$ cat src/rtl/multi_wave_gen_pkg.sv
// Shared types for the multi-channel waveform generator.
package multi_wave_gen_pkg;

   typedef enum logic [1:0] {
      WAVE_SAW     = 2'd0,
      WAVE_TRI     = 2'd1,
      WAVE_SQR     = 2'd2,
      WAVE_RAMP_DN = 2'd3
   } wave_mode_e;

   typedef enum logic {
      ST_IDLE = 1'b0,
      ST_EMIT = 1'b1
   } gen_state_e;

endpackage

$ cat src/rtl/multi_wave_gen_if.sv
// Sample stream from the waveform generator to the mixer/DAC path.
interface multi_wave_gen_if #(
   parameter int width_p    = 12,
   parameter int channels_p = 4
);
   localparam int chan_w_p = $clog2(channels_p);

   logic [width_p-1:0]  data_o;
   logic [chan_w_p-1:0] chan_o;
   logic                valid_o;
   logic                ready_i;

   modport master (output data_o, chan_o, valid_o, input ready_i);
   modport slave  (input data_o, chan_o, valid_o, output ready_i);
endinterface

$ cat src/rtl/wave_shaper.sv
// Combinational sample shaper: top phase bits + mode + enable -> unsigned sample.
module wave_shaper
   import multi_wave_gen_pkg::*;
#(
   parameter int width_p = 12
) (
   input  logic [width_p-1:0] p,
   input  wave_mode_e         mode,
   input  logic               en,
   output logic [width_p-1:0] sample
);

   logic [width_p-1:0] tri_v;

   always_comb begin
      tri_v  = {p[width_p-2:0], 1'b0};
      sample = '0;
      if (en) begin
         case (mode)
            WAVE_SAW:     sample = p;
            WAVE_TRI:     sample = p[width_p-1] ? ~tri_v : tri_v;
            WAVE_SQR:     sample = p[width_p-1] ? '0 : '1;
            WAVE_RAMP_DN: sample = ~p;
            default:      sample = '0;
         endcase
      end
   end

endmodule

$ cat src/rtl/multi_wave_gen.sv
// Multi-channel phase-accumulator waveform generator; one sample per channel per tick.
//
// state   | meaning
// ST_IDLE | waiting for tick_i; output register idle
// ST_EMIT | presenting channel idx_q; advance on handshake, return after last channel
module multi_wave_gen
   import multi_wave_gen_pkg::*;
#(
   parameter int  width_p       = 12,
   parameter int  phase_width_p = 16,
   parameter int  channels_p    = 4,
   localparam int chan_w_p      = $clog2(channels_p)
) (
   input  logic                     clk_i,
   input  logic                     reset_n_i,
   input  logic                     tick_i,
   input  logic                     cfg_we_i,
   input  logic [chan_w_p-1:0]      cfg_chan_i,
   input  logic [phase_width_p-1:0] cfg_inc_i,
   input  logic [1:0]               cfg_mode_i,
   input  logic                     cfg_en_i,
   input  logic                     cfg_clr_i,
   output logic                     overrun_o,
   multi_wave_gen_if.master         strm
);

   localparam logic [chan_w_p-1:0] last_idx_c = chan_w_p'(channels_p - 1);

   gen_state_e state_q, state_d;

   logic [chan_w_p-1:0]      idx_q;
   logic [chan_w_p-1:0]      sel_chan;
   logic                     last;
   logic                     hs;
   logic                     load;

   logic [phase_width_p-1:0] phase_q [channels_p];
   logic [phase_width_p-1:0] inc_q   [channels_p];
   wave_mode_e               mode_q  [channels_p];
   logic                     en_q    [channels_p];

   logic [phase_width_p-1:0] sel_phase;
   logic [width_p-1:0]       shaped;

   logic [width_p-1:0]       data_q;
   logic [chan_w_p-1:0]      chan_q;
   logic                     valid_q;
   logic                     overrun_q;

   always_ff @(posedge clk_i or negedge reset_n_i) begin
      if (!reset_n_i) state_q <= ST_IDLE;
      else            state_q <= state_d;
   end

   always_comb begin
      state_d = state_q;
      case (state_q)
         ST_IDLE: if (tick_i)     state_d = ST_EMIT;
         ST_EMIT: if (hs && last) state_d = ST_IDLE;
         default:                 state_d = ST_IDLE;
      endcase
   end

   // The shaper always looks at the channel that the next load would present.
   always_comb begin
      last     = (idx_q == last_idx_c);
      hs       = (state_q == ST_EMIT) && valid_q && strm.ready_i;
      load     = ((state_q == ST_IDLE) && tick_i) || (hs && !last);
      sel_chan = ((state_q == ST_IDLE) || last) ? '0 : idx_q + 1'b1;
   end

   assign sel_phase = phase_q[sel_chan];

   wave_shaper #(.width_p(width_p)) u_shaper (
      .p      (sel_phase[phase_width_p-1 -: width_p]),
      .mode   (mode_q[sel_chan]),
      .en     (en_q[sel_chan]),
      .sample (shaped)
   );

   // A config write to the channel being advanced lands last, so a clear beats the increment.
   always_ff @(posedge clk_i or negedge reset_n_i) begin
      if (!reset_n_i) begin
         for (int i = 0; i < channels_p; i++) begin
            phase_q[i] <= '0;
            inc_q[i]   <= '0;
            mode_q[i]  <= WAVE_SAW;
            en_q[i]    <= 1'b0;
         end
      end else begin
         for (int i = 0; i < channels_p; i++) begin
            if (hs && (idx_q == chan_w_p'(i)) && en_q[i])
               phase_q[i] <= phase_q[i] + inc_q[i];
            if (cfg_we_i && (cfg_chan_i == chan_w_p'(i))) begin
               inc_q[i]  <= cfg_inc_i;
               mode_q[i] <= wave_mode_e'(cfg_mode_i);
               en_q[i]   <= cfg_en_i;
               if (cfg_clr_i) phase_q[i] <= '0;
            end
         end
      end
   end

   always_ff @(posedge clk_i or negedge reset_n_i) begin
      if (!reset_n_i) begin
         idx_q     <= '0;
         data_q    <= '0;
         chan_q    <= '0;
         valid_q   <= 1'b0;
         overrun_q <= 1'b0;
      end else begin
         if (load) begin
            idx_q   <= sel_chan;
            data_q  <= shaped;
            chan_q  <= sel_chan;
            valid_q <= 1'b1;
         end else if (hs && last) begin
            valid_q <= 1'b0;
         end
         if (tick_i && (state_q == ST_EMIT)) overrun_q <= 1'b1;
      end
   end

   assign strm.data_o  = data_q;
   assign strm.chan_o  = chan_q;
   assign strm.valid_o = valid_q;
   assign overrun_o    = overrun_q;

endmodule

$ cat src/flat_wrapper.sv
// flat-port wrapper written by rule: the top's interface ports become plain ports
module multi_wave_gen_flat import multi_wave_gen_pkg::*;
#(
   parameter int  width_p       = 12,
   parameter int  phase_width_p = 16,
   parameter int  channels_p    = 4,
   localparam int chan_w_p      = $clog2(channels_p)
)
  (clk_i, reset_n_i, tick_i, cfg_we_i, cfg_chan_i, cfg_inc_i, cfg_mode_i, cfg_en_i, cfg_clr_i, overrun_o, strm_data_o, strm_chan_o, strm_valid_o, strm_ready_i);
  multi_wave_gen_if #(.width_p(width_p), .channels_p(channels_p)) strm_i ();
  input  logic clk_i;
  input  logic reset_n_i;
  input  logic tick_i;
  input  logic cfg_we_i;
  input  logic [chan_w_p-1:0] cfg_chan_i;
  input  logic [phase_width_p-1:0] cfg_inc_i;
  input  logic [1:0] cfg_mode_i;
  input  logic cfg_en_i;
  input  logic cfg_clr_i;
  output logic overrun_o;
  output wire logic [$bits(strm_i.data_o)-1:0] strm_data_o;
  output wire logic [$bits(strm_i.chan_o)-1:0] strm_chan_o;
  output wire logic [$bits(strm_i.valid_o)-1:0] strm_valid_o;
  input wire logic [$bits(strm_i.ready_i)-1:0] strm_ready_i;
  assign strm_data_o = strm_i.data_o;
  assign strm_chan_o = strm_i.chan_o;
  assign strm_valid_o = strm_i.valid_o;
  assign strm_i.ready_i = strm_ready_i;
  multi_wave_gen #(.width_p(width_p), .phase_width_p(phase_width_p), .channels_p(channels_p)) u_core (.clk_i(clk_i), .reset_n_i(reset_n_i), .tick_i(tick_i), .cfg_we_i(cfg_we_i), .cfg_chan_i(cfg_chan_i), .cfg_inc_i(cfg_inc_i), .cfg_mode_i(cfg_mode_i), .cfg_en_i(cfg_en_i), .cfg_clr_i(cfg_clr_i), .overrun_o(overrun_o), .strm(strm_i));
endmodule
$ cat config.mk
export PLATFORM = sky130hd
export DESIGN_NAME = multi_wave_gen_flat
export DESIGN_NICKNAME = d
export VERILOG_FILES = /design/src/rtl/multi_wave_gen_pkg.sv /design/src/rtl/multi_wave_gen_if.sv /design/src/rtl/wave_shaper.sv /design/src/rtl/multi_wave_gen.sv /design/src/flat_wrapper.sv
export SDC_FILE = /design/constraint.sdc
export NUM_CORES = 1
export LEC_CHECK = 0
export ABC_CLOCK_PERIOD_IN_PS = 4100
export CAP_MARGIN = 20
export CELL_PAD_IN_SITES_DETAIL_PLACEMENT = 2
export CELL_PAD_IN_SITES_GLOBAL_PLACEMENT = 2
export CORE_UTILIZATION = 43
export CTS_CLUSTER_SIZE = 12
export DETAILED_ROUTE_END_ITERATION = 6
export GPL_TIMING_DRIVEN = 0
export PLACE_DENSITY = 0.83
export SETUP_SLACK_MARGIN = 0.02
export SYNTH_ARGS = -nofsm -noshare
export SYNTH_HDL_FRONTEND = slang
export SYNTH_SLANG_ARGS = --single-unit
$ cat constraint.sdc
create_clock -name clk_i -period 4.1 [get_ports clk_i]
set_input_delay 1.23 -clock clk_i [delete_from_list [all_inputs] [get_ports clk_i]]
set_output_delay 1.23 -clock clk_i [all_outputs]
set_load 0.02 [all_outputs]
==> results.yml, run 1 <==
sta:
  finClkSkew_ps: 9.67
  final-hold-violation-count: 0
  min_period_ps: 3860
  setup_viol: 0
  slew_viol_final: 0
  slew_headroom: 0.423
  setup_tns_ps: 0
  post-route-period-util: 0.940
  fin_ws_ps: 245
  fmax_mhz: 259
  hold_slack_ps: 460
  worst_pin_slew_ps: 866
  rsz0062_at_grt: "no"
route:
  dr.pass1.iters: 4
  ant_nets: 0
  vias: 8035
  wl_per_cell_um: 24.6
  drc: 0
  wl_um: 32700
  via_per_inst: 6.05
  initialDrtViolationCount: 312
synth:
  dominantRegCellSynth: "dfrtp_1"
  synth_xor_area_frac: 0.0442
  synth_compound_area_frac: 0.190
  yosysSeqAreaShare: 0.413
  synthesis.area_um2: 9520
  synth_warnings: 0
  synth-simple-area-share: 0.134
  ys_seq_elements: 157
  synth.avg_cell_area_um2: 9.78
  synth_edf_count: 0
  synthAdderAreaFrac: 0.0925
  yosysTopAreaCellShare: 0.413
  syn_inst: 973
  muxShareOfSynthArea: 0.101
  synth.most_common_cell: "dfrtp_1"
  synth_cell_types: 58
  synth_fp_nets: 1068
  async_reset_ff_frac: 1.00
  ys_top_cells_by_count: "dfrtp_1 (157), nand2_1 (130), a21oi_1 (110)"
  synth_top_family_by_area: "compound AO/OA/AOI/OAI gates"
  yosys-top-cells-area: "dfrtp_1 (41%), mux2_2 (9.1%), ha_1 (8.4%)"
  synth_top_area_cell: "dfrtp_1"
clocking:
  path_clk_slew_ps: 70
  cts_tree: "yes"
  htree_levels: 4
  cts_buffer_depth: 2
  cts-buffers-inserted: 17
  hold_buffers: 0
  cts_sinks: 157
  worstSkewPairLatency_ps: 450
  ctsRootBufferMaster: "clkbuf_16"
  ctsResizeCount: 0
  post-cts-setup-buffers: 0
worst_setup_path:
  path_delay_family: "buffers and inverters"
  crit_required_ps: 4430
  crit_buf_inv: 3
  worst_setup_path_end_kind: "flop"
  worstPathMaxFanout: 10
  cp_slowest_cell: "nor3b_1"
  cp_common_cell: "clkbuf_1"
  cp_slowest_stage_delay_ps: 690
  path_class: "in -> reg"
  worst-endpoint-arrival_ps: 4190
  path_cells: "clkdlybuf4s50_1 > nor3b_1 > clkbuf_1 > clkbuf_1 > mux2_2"
  cp-start-kind: "input port"
place:
  globalplace.congestion: 0.844
  place_area_um2: 10300
  port-buffer-count: 42
  dp_cells: 1296
  dpl.hpwl_um: 23200
  pre_cts_ws_ps: -157
pwr:
  p_per_area_nw_per_um2: 816
  finalPower_mw: 8.88
  leakagePower_nw: 4.80
  peakVddDrop_uv: 282
floorplanning:
  fp.dieArea_um2: 22700
  die_w_um: 151
  die_h_um: 151
  rows: 54
  initial_core_util: 0.438
  io_pins: 43
  core_um2: 21800
cells_and_area:
  area_delta_synth_final_pct: 14.4
  stdcell_area_um2: 10900
  layout.nets: 1130
  utilization: 0.501
  layout-drive-gt1-share: 0.136
  insertedDiodeCount: 0
  fin_cells: 1328
global_route:
  track_usage: 0.306
  grt_pass1_vias: 9101
  antenna_found_initial: 0
  grt_max_degree: 86
  grt_first_pass_wirelength_um: 52000
  overflow: 0
outcome:
  status: "finished clean"
worst_hold_path:
  hp-class: "reg -> reg"
run:
  maxCapViolCount: 0
## worst reg2reg max path, stage by stage, from the launching register on
cell and delay [ps]:
dfrtp_1 380, ha_1 240, fa_1 480, a21oi_1 280
o211ai_1 160, a21oi_1 310, a21oi_1 160, o41ai_1 490
o21ai_1 160, xnor2_1 150, a211oi_1 220
## cell usage in the layout, fill, tap and decap left out, types with 7 or more instances in the layout
master             n
dfrtp_1          157
nand2_1          130
a21oi_1          110
mux2_2            77
ha_1              64
nor2_1            53
clkdlybuf4s50_1   41
xnor2_1           34
clkbuf_1          28
nand3_1           26
a21o_1            24
o21ai_0           23
a211oi_1          21
clkbuf_16         17
o21ai_1           16
inv_1             15
nor2b_1           15
xor2_1            14
and3_1            11
buf_2             11
o22ai_1           11
a221o_1           10
nand2b_1           9
o21a_1             9
nor3_1             9
a31oi_2            9
nand4_1            7
mux2i_1            7
and2_1             7
## routing by layer
| metal | vias up | GRT usage | routed length [um] |
|---|---|---|---|
| li1 | 3646 | - | - |
| met4 | 0 | 0.156 | 1440 |
| met1 | 4134 | 0.375 | 14100 |
| met3 | 82 | 0.0419 | 934 |
| met2 | 173 | 0.526 | 16200 |
| met5 | - | 0 | 0 |
## power breakdown
group	leakage, nW	total [mW]	switching [mW]	internal [mW]
Sequential	1.97	2.40	0.405	2.00
Clock	0.268	1.60	0.759	0.838
Combinational	2.56	4.88	2.95	1.93
Total	4.80	8.88	4.11	4.77
## registers in the layout, indices dropped and copies added (netlist names)
signal,cells
u_core.overrun_o,1
u_core.strm.data_o,12
u_core.phase_q,64
u_core.en_q,4
u_core.idx_q,2
u_core.inc_q,64
u_core.strm.valid_o,1
u_core.mode_q,8
u_core.state_q,1
## final timing paths
path	slack, ps	cells past startpoint	startpoint	to
max in group asynchronous	2480	2	reset_n_i	u_core.phase_q[54]$_DFF_PN0_
worst min-delay path	460	1	u_core.overrun_o$_DFFE_PN0P_	u_core.overrun_o$_DFFE_PN0P_
worst max register to register	980	10	u_core.inc_q[16]$_DFFE_PN0P_	u_core.phase_q[30]$_DFF_PN0_
worst max-delay path	240	5	cfg_we_i	u_core.inc_q[61]$_DFFE_PN0P_
worst min register to register	460	1	u_core.overrun_o$_DFFE_PN0P_	u_core.overrun_o$_DFFE_PN0P_
min in group asynchronous	770	1	reset_n_i	u_core.inc_q[14]$_DFFE_PN0P_
## cells by family after synthesis
kind of cell               Yosys count
AOI/OAI and AO/OA                  274
xor gates and xnor gates            48
adders and majority gates           68
buffers and inverters               59
DFF                                157
muxes                               85
and+or+nand+nor                    282
## final cells by class
cell class                 count  area [um2]
clock inverter                12         103
timing repair buffer          43         453
multi-input combinational    757        5340
inverter                      16        60.1
tap                          280         350
fill                        2302       10900
sequential                   157        3930
buffer                        43         186
clock buffer                  20         467
No activity file was read; power rests on OpenSTA's default activity.
==> inputs of run 2 (changes only) <==
--- a/config.mk
+++ b/config.mk
@@ -9,6 +9,7 @@
 export CAP_MARGIN = 20
 export CELL_PAD_IN_SITES_DETAIL_PLACEMENT = 2
 export CELL_PAD_IN_SITES_GLOBAL_PLACEMENT = 2
+export CORE_MARGIN = 2
 export CORE_UTILIZATION = 43
 export CTS_CLUSTER_SIZE = 12
 export DETAILED_ROUTE_END_ITERATION = 6
@@ -17,4 +18,5 @@
 export SETUP_SLACK_MARGIN = 0.02
 export SYNTH_ARGS = -nofsm -noshare
 export SYNTH_HDL_FRONTEND = slang
+export SYNTH_HIERARCHICAL = 1
 export SYNTH_SLANG_ARGS = --single-unit
==> run 2 against run 1 <==
Against the previous run: total power shrank 0.13%; first-iteration DRC count grew 37%; critical path depth grew 6; final area grew 2.5%; hold slack gained 0.62 ps; die area grew 5.2%; clock-buffer cell count shrank 2; sequential share of layout area shrank 0.87 points; setup slack gained 240 ps; utilization shrank 0.31 points; register-to-register slack lost 490 ps.
==> results.yml, run 2 <==
route:
  wl_met1_um: 15300
  met3_length_um: 1150
  wl_um: 34500
  vias: 8417
  wl_per_cell_um: 25.5
  highest-signal-layer: "met4"
  dr.pass1.iters: 5
  wl_met2_um: 16900
  via_per_inst: 6.22
  drc: 0
  ant_nets: 0
  initialDrtViolationCount: 426
synth:
  async_reset_ff_frac: 1.00
  synth_edf_count: 0
  synth_top_family_by_area: "compound AO/OA/AOI/OAI gates"
  ys_seq_elements: 157
  syn_inst: 993
  dominantRegCellSynth: "dfrtp_1"
  synth-simple-area-share: 0.128
  muxShareOfSynthArea: 0.110
  synth_warnings: 6
  synth_top_area_cell: "dfrtp_1"
  yosysSeqAreaShare: 0.402
  synthesis.area_um2: 9760
  yosysTopAreaCellShare: 0.402
  synth.most_common_cell: "dfrtp_1"
  synth_xor_area_frac: 0.0402
  synth.avg_cell_area_um2: 9.83
  yosys-top-cells-area: "dfrtp_1 (40%), mux2_2 (10%), ha_1 (8.2%)"
  synthAdderAreaFrac: 0.0902
  synth_cell_types: 71
  ys_top_cells_by_count: "dfrtp_1 (157), nand2_1 (133), mux2_2 (88)"
  synth_fp_nets: 1088
  synth_compound_area_frac: 0.199
clocking:
  worstSkewPairLatency_ps: 450
  htree_levels: 4
  ctsRootBufferMaster: "clkbuf_16"
  hold_buffers: 0
  cts_sinks: 157
  path_clk_slew_ps: 60
  cts-buffers-inserted: 17
  ctsResizeCount: 0
  cts_tree: "yes"
  post-cts-setup-buffers: 0
  cts_buffer_depth: 2
sta:
  fmax_mhz: 277
  worst_pin_slew_ps: 802
  final-hold-violation-count: 0
  finClkSkew_ps: 12.2
  hold_slack_ps: 460
  post-route-period-util: 0.881
  min_period_ps: 3610
  slew_viol_final: 0
  setup_tns_ps: 0
  slew_headroom: 0.466
  rsz0062_at_grt: "no"
  setup_viol: 0
worst_setup_path:
  timing.rr.end: "u_core/strm.data_o[10]$_DFFE_PN0P_"
  crit_required_ps: 4430
  path_class: "reg -> reg"
  cp-start-kind: "flop"
  worstPathMaxFanout: 10
  worst-endpoint-arrival_ps: 3940
  worst_setup_path_end_kind: "flop"
  ff2ff_setup_slack_ps: 490
  startpoint: "u_core/strm.chan_o[0]$_DFFE_PN0P_"
  rr_worst_depth: 11
  r2r_start: "u_core/strm.chan_o[0]$_DFFE_PN0P_"
global_route:
  antenna_found_initial: 0
  grt_pass1_vias: 9237
  grt_first_pass_wirelength_um: 54600
  overflow: 0
  grt_max_degree: 112
  track_usage: 0.302
floorplanning:
  core_um2: 22400
  io_pins: 43
  initial_core_util: 0.435
  rows: 55
  die_h_um: 155
  die_w_um: 155
  fp.dieArea_um2: 23900
pwr:
  p_int_mw: 4.74
  seqPwrFrac: 0.263
  switching_share: 0.466
  leakagePower_nw: 4.90
  p_per_area_nw_per_um2: 795
  peakVddDrop_uv: 512
  finalPower_mw: 8.87
  combPwrFrac: 0.552
  power_frac_clock: 0.185
  p_switching_mw: 4.13
outcome:
  status: "finished clean"
worst_hold_path:
  holdPathStages: 1
  hp-class: "reg -> reg"
  hold_start: "u_core/overrun_o$_DFFE_PN0P_"
  hold_path_end: "u_core/overrun_o$_DFFE_PN0P_"
place:
  dp_cells: 1321
  dpl.hpwl_um: 24300
  globalplace.congestion: 0.851
  port-buffer-count: 42
cells_and_area:
  layout.nets: 1150
  fin_cells: 1353
  area_delta_synth_final_pct: 14.3
  utilization: 0.498
  insertedDiodeCount: 0
  layout-drive-gt1-share: 0.154
  layout_common_cells: "dfrtp_1 (157), nand2_1 (133), mux2_2 (88)"
  final_common_cell: "dfrtp_1"
run:
  maxCapViolCount: 0
## run 2: worst max-delay path: stages (launching register included)
cell,delay [ps]
dfrtp_1,450
ha_1,310
and2b_1,360
and2_1,160
clkbuf_1,260
clkbuf_1,440
nand2_1,110
a31oi_1,490
xor2_2,160
a221oi_2,360
a211oi_2,110
mux2_2,300
## run 2: power groups by stage
stage / logic, mW / clock network, mW / registers [mW]
5_1_grt: 5.36 / 1.73 / 2.38
4_1_cts: 4.86 / 1.69 / 2.33
3_3_place_gp: 4.48 / 0 / 2.32
3_5_place_dp: 4.67 / 0 / 2.35
2_1_floorplan: 3.34 / 0 / 2.27
6_report: 4.90 / 1.64 / 2.33
## run 2: worst max path at each step
stage / depth (start not counted) / slack (ps) / to
final: 11 / 490 / u_core/strm.data_o[10]$_DFFE_PN0P_
after global routing: 11 / 260 / u_core/strm.data_o[10]$_DFFE_PN0P_
after CTS: 11 / 510 / u_core/strm.data_o[10]$_DFFE_PN0P_
after detailed placement: 5 / 540 / u_core/mode_q[7]$_DFFE_PN0P_
after global placement: 1 / -4990 / u_core/phase_q[51]$_DFF_PN0_
after floorplan: 11 / 1230 / u_core/strm.data_o[10]$_DFFE_PN0P_
## run 2: per-layer routing
metal,up-vias,global-route usage
met5,-,0
met4,0,0.128
met3,49,0.0434
met2,185,0.515
met1,4400,0.384
li1,3783,-
## run 2: stage by stage
step | setup slack, ps | instance area [um2]
CTS | 513 | 11200
global route | 258 | 11200
finish | 488 | 11200
global placement | -4990 | 10500
detailed placement | 544 | 10600
floorplan | 1230 | 9760
## run 2: kinds of logic after synthesis
kind of cell             count (synthesis)
AO/OA/AOI/OAI                          291
XOR/XNOR                                44
adder cells (fa/ha/maj)                 68
buffers and inverters                   61
flip-flops                             157
multiplexers                            96
AND/OR/NAND/NOR                        276
## run 2: final cells by class
type | instances | area, um2
plain buffers | 48 | 245
flip-flops and latches | 157 | 3930
well taps | 285 | 357
clock buffers | 18 | 429
multi-input cells | 775 | 5540
repair buffers | 43 | 453
fillers | 2332 | 11300
inverters | 13 | 48.8
clock inverters | 14 | 159
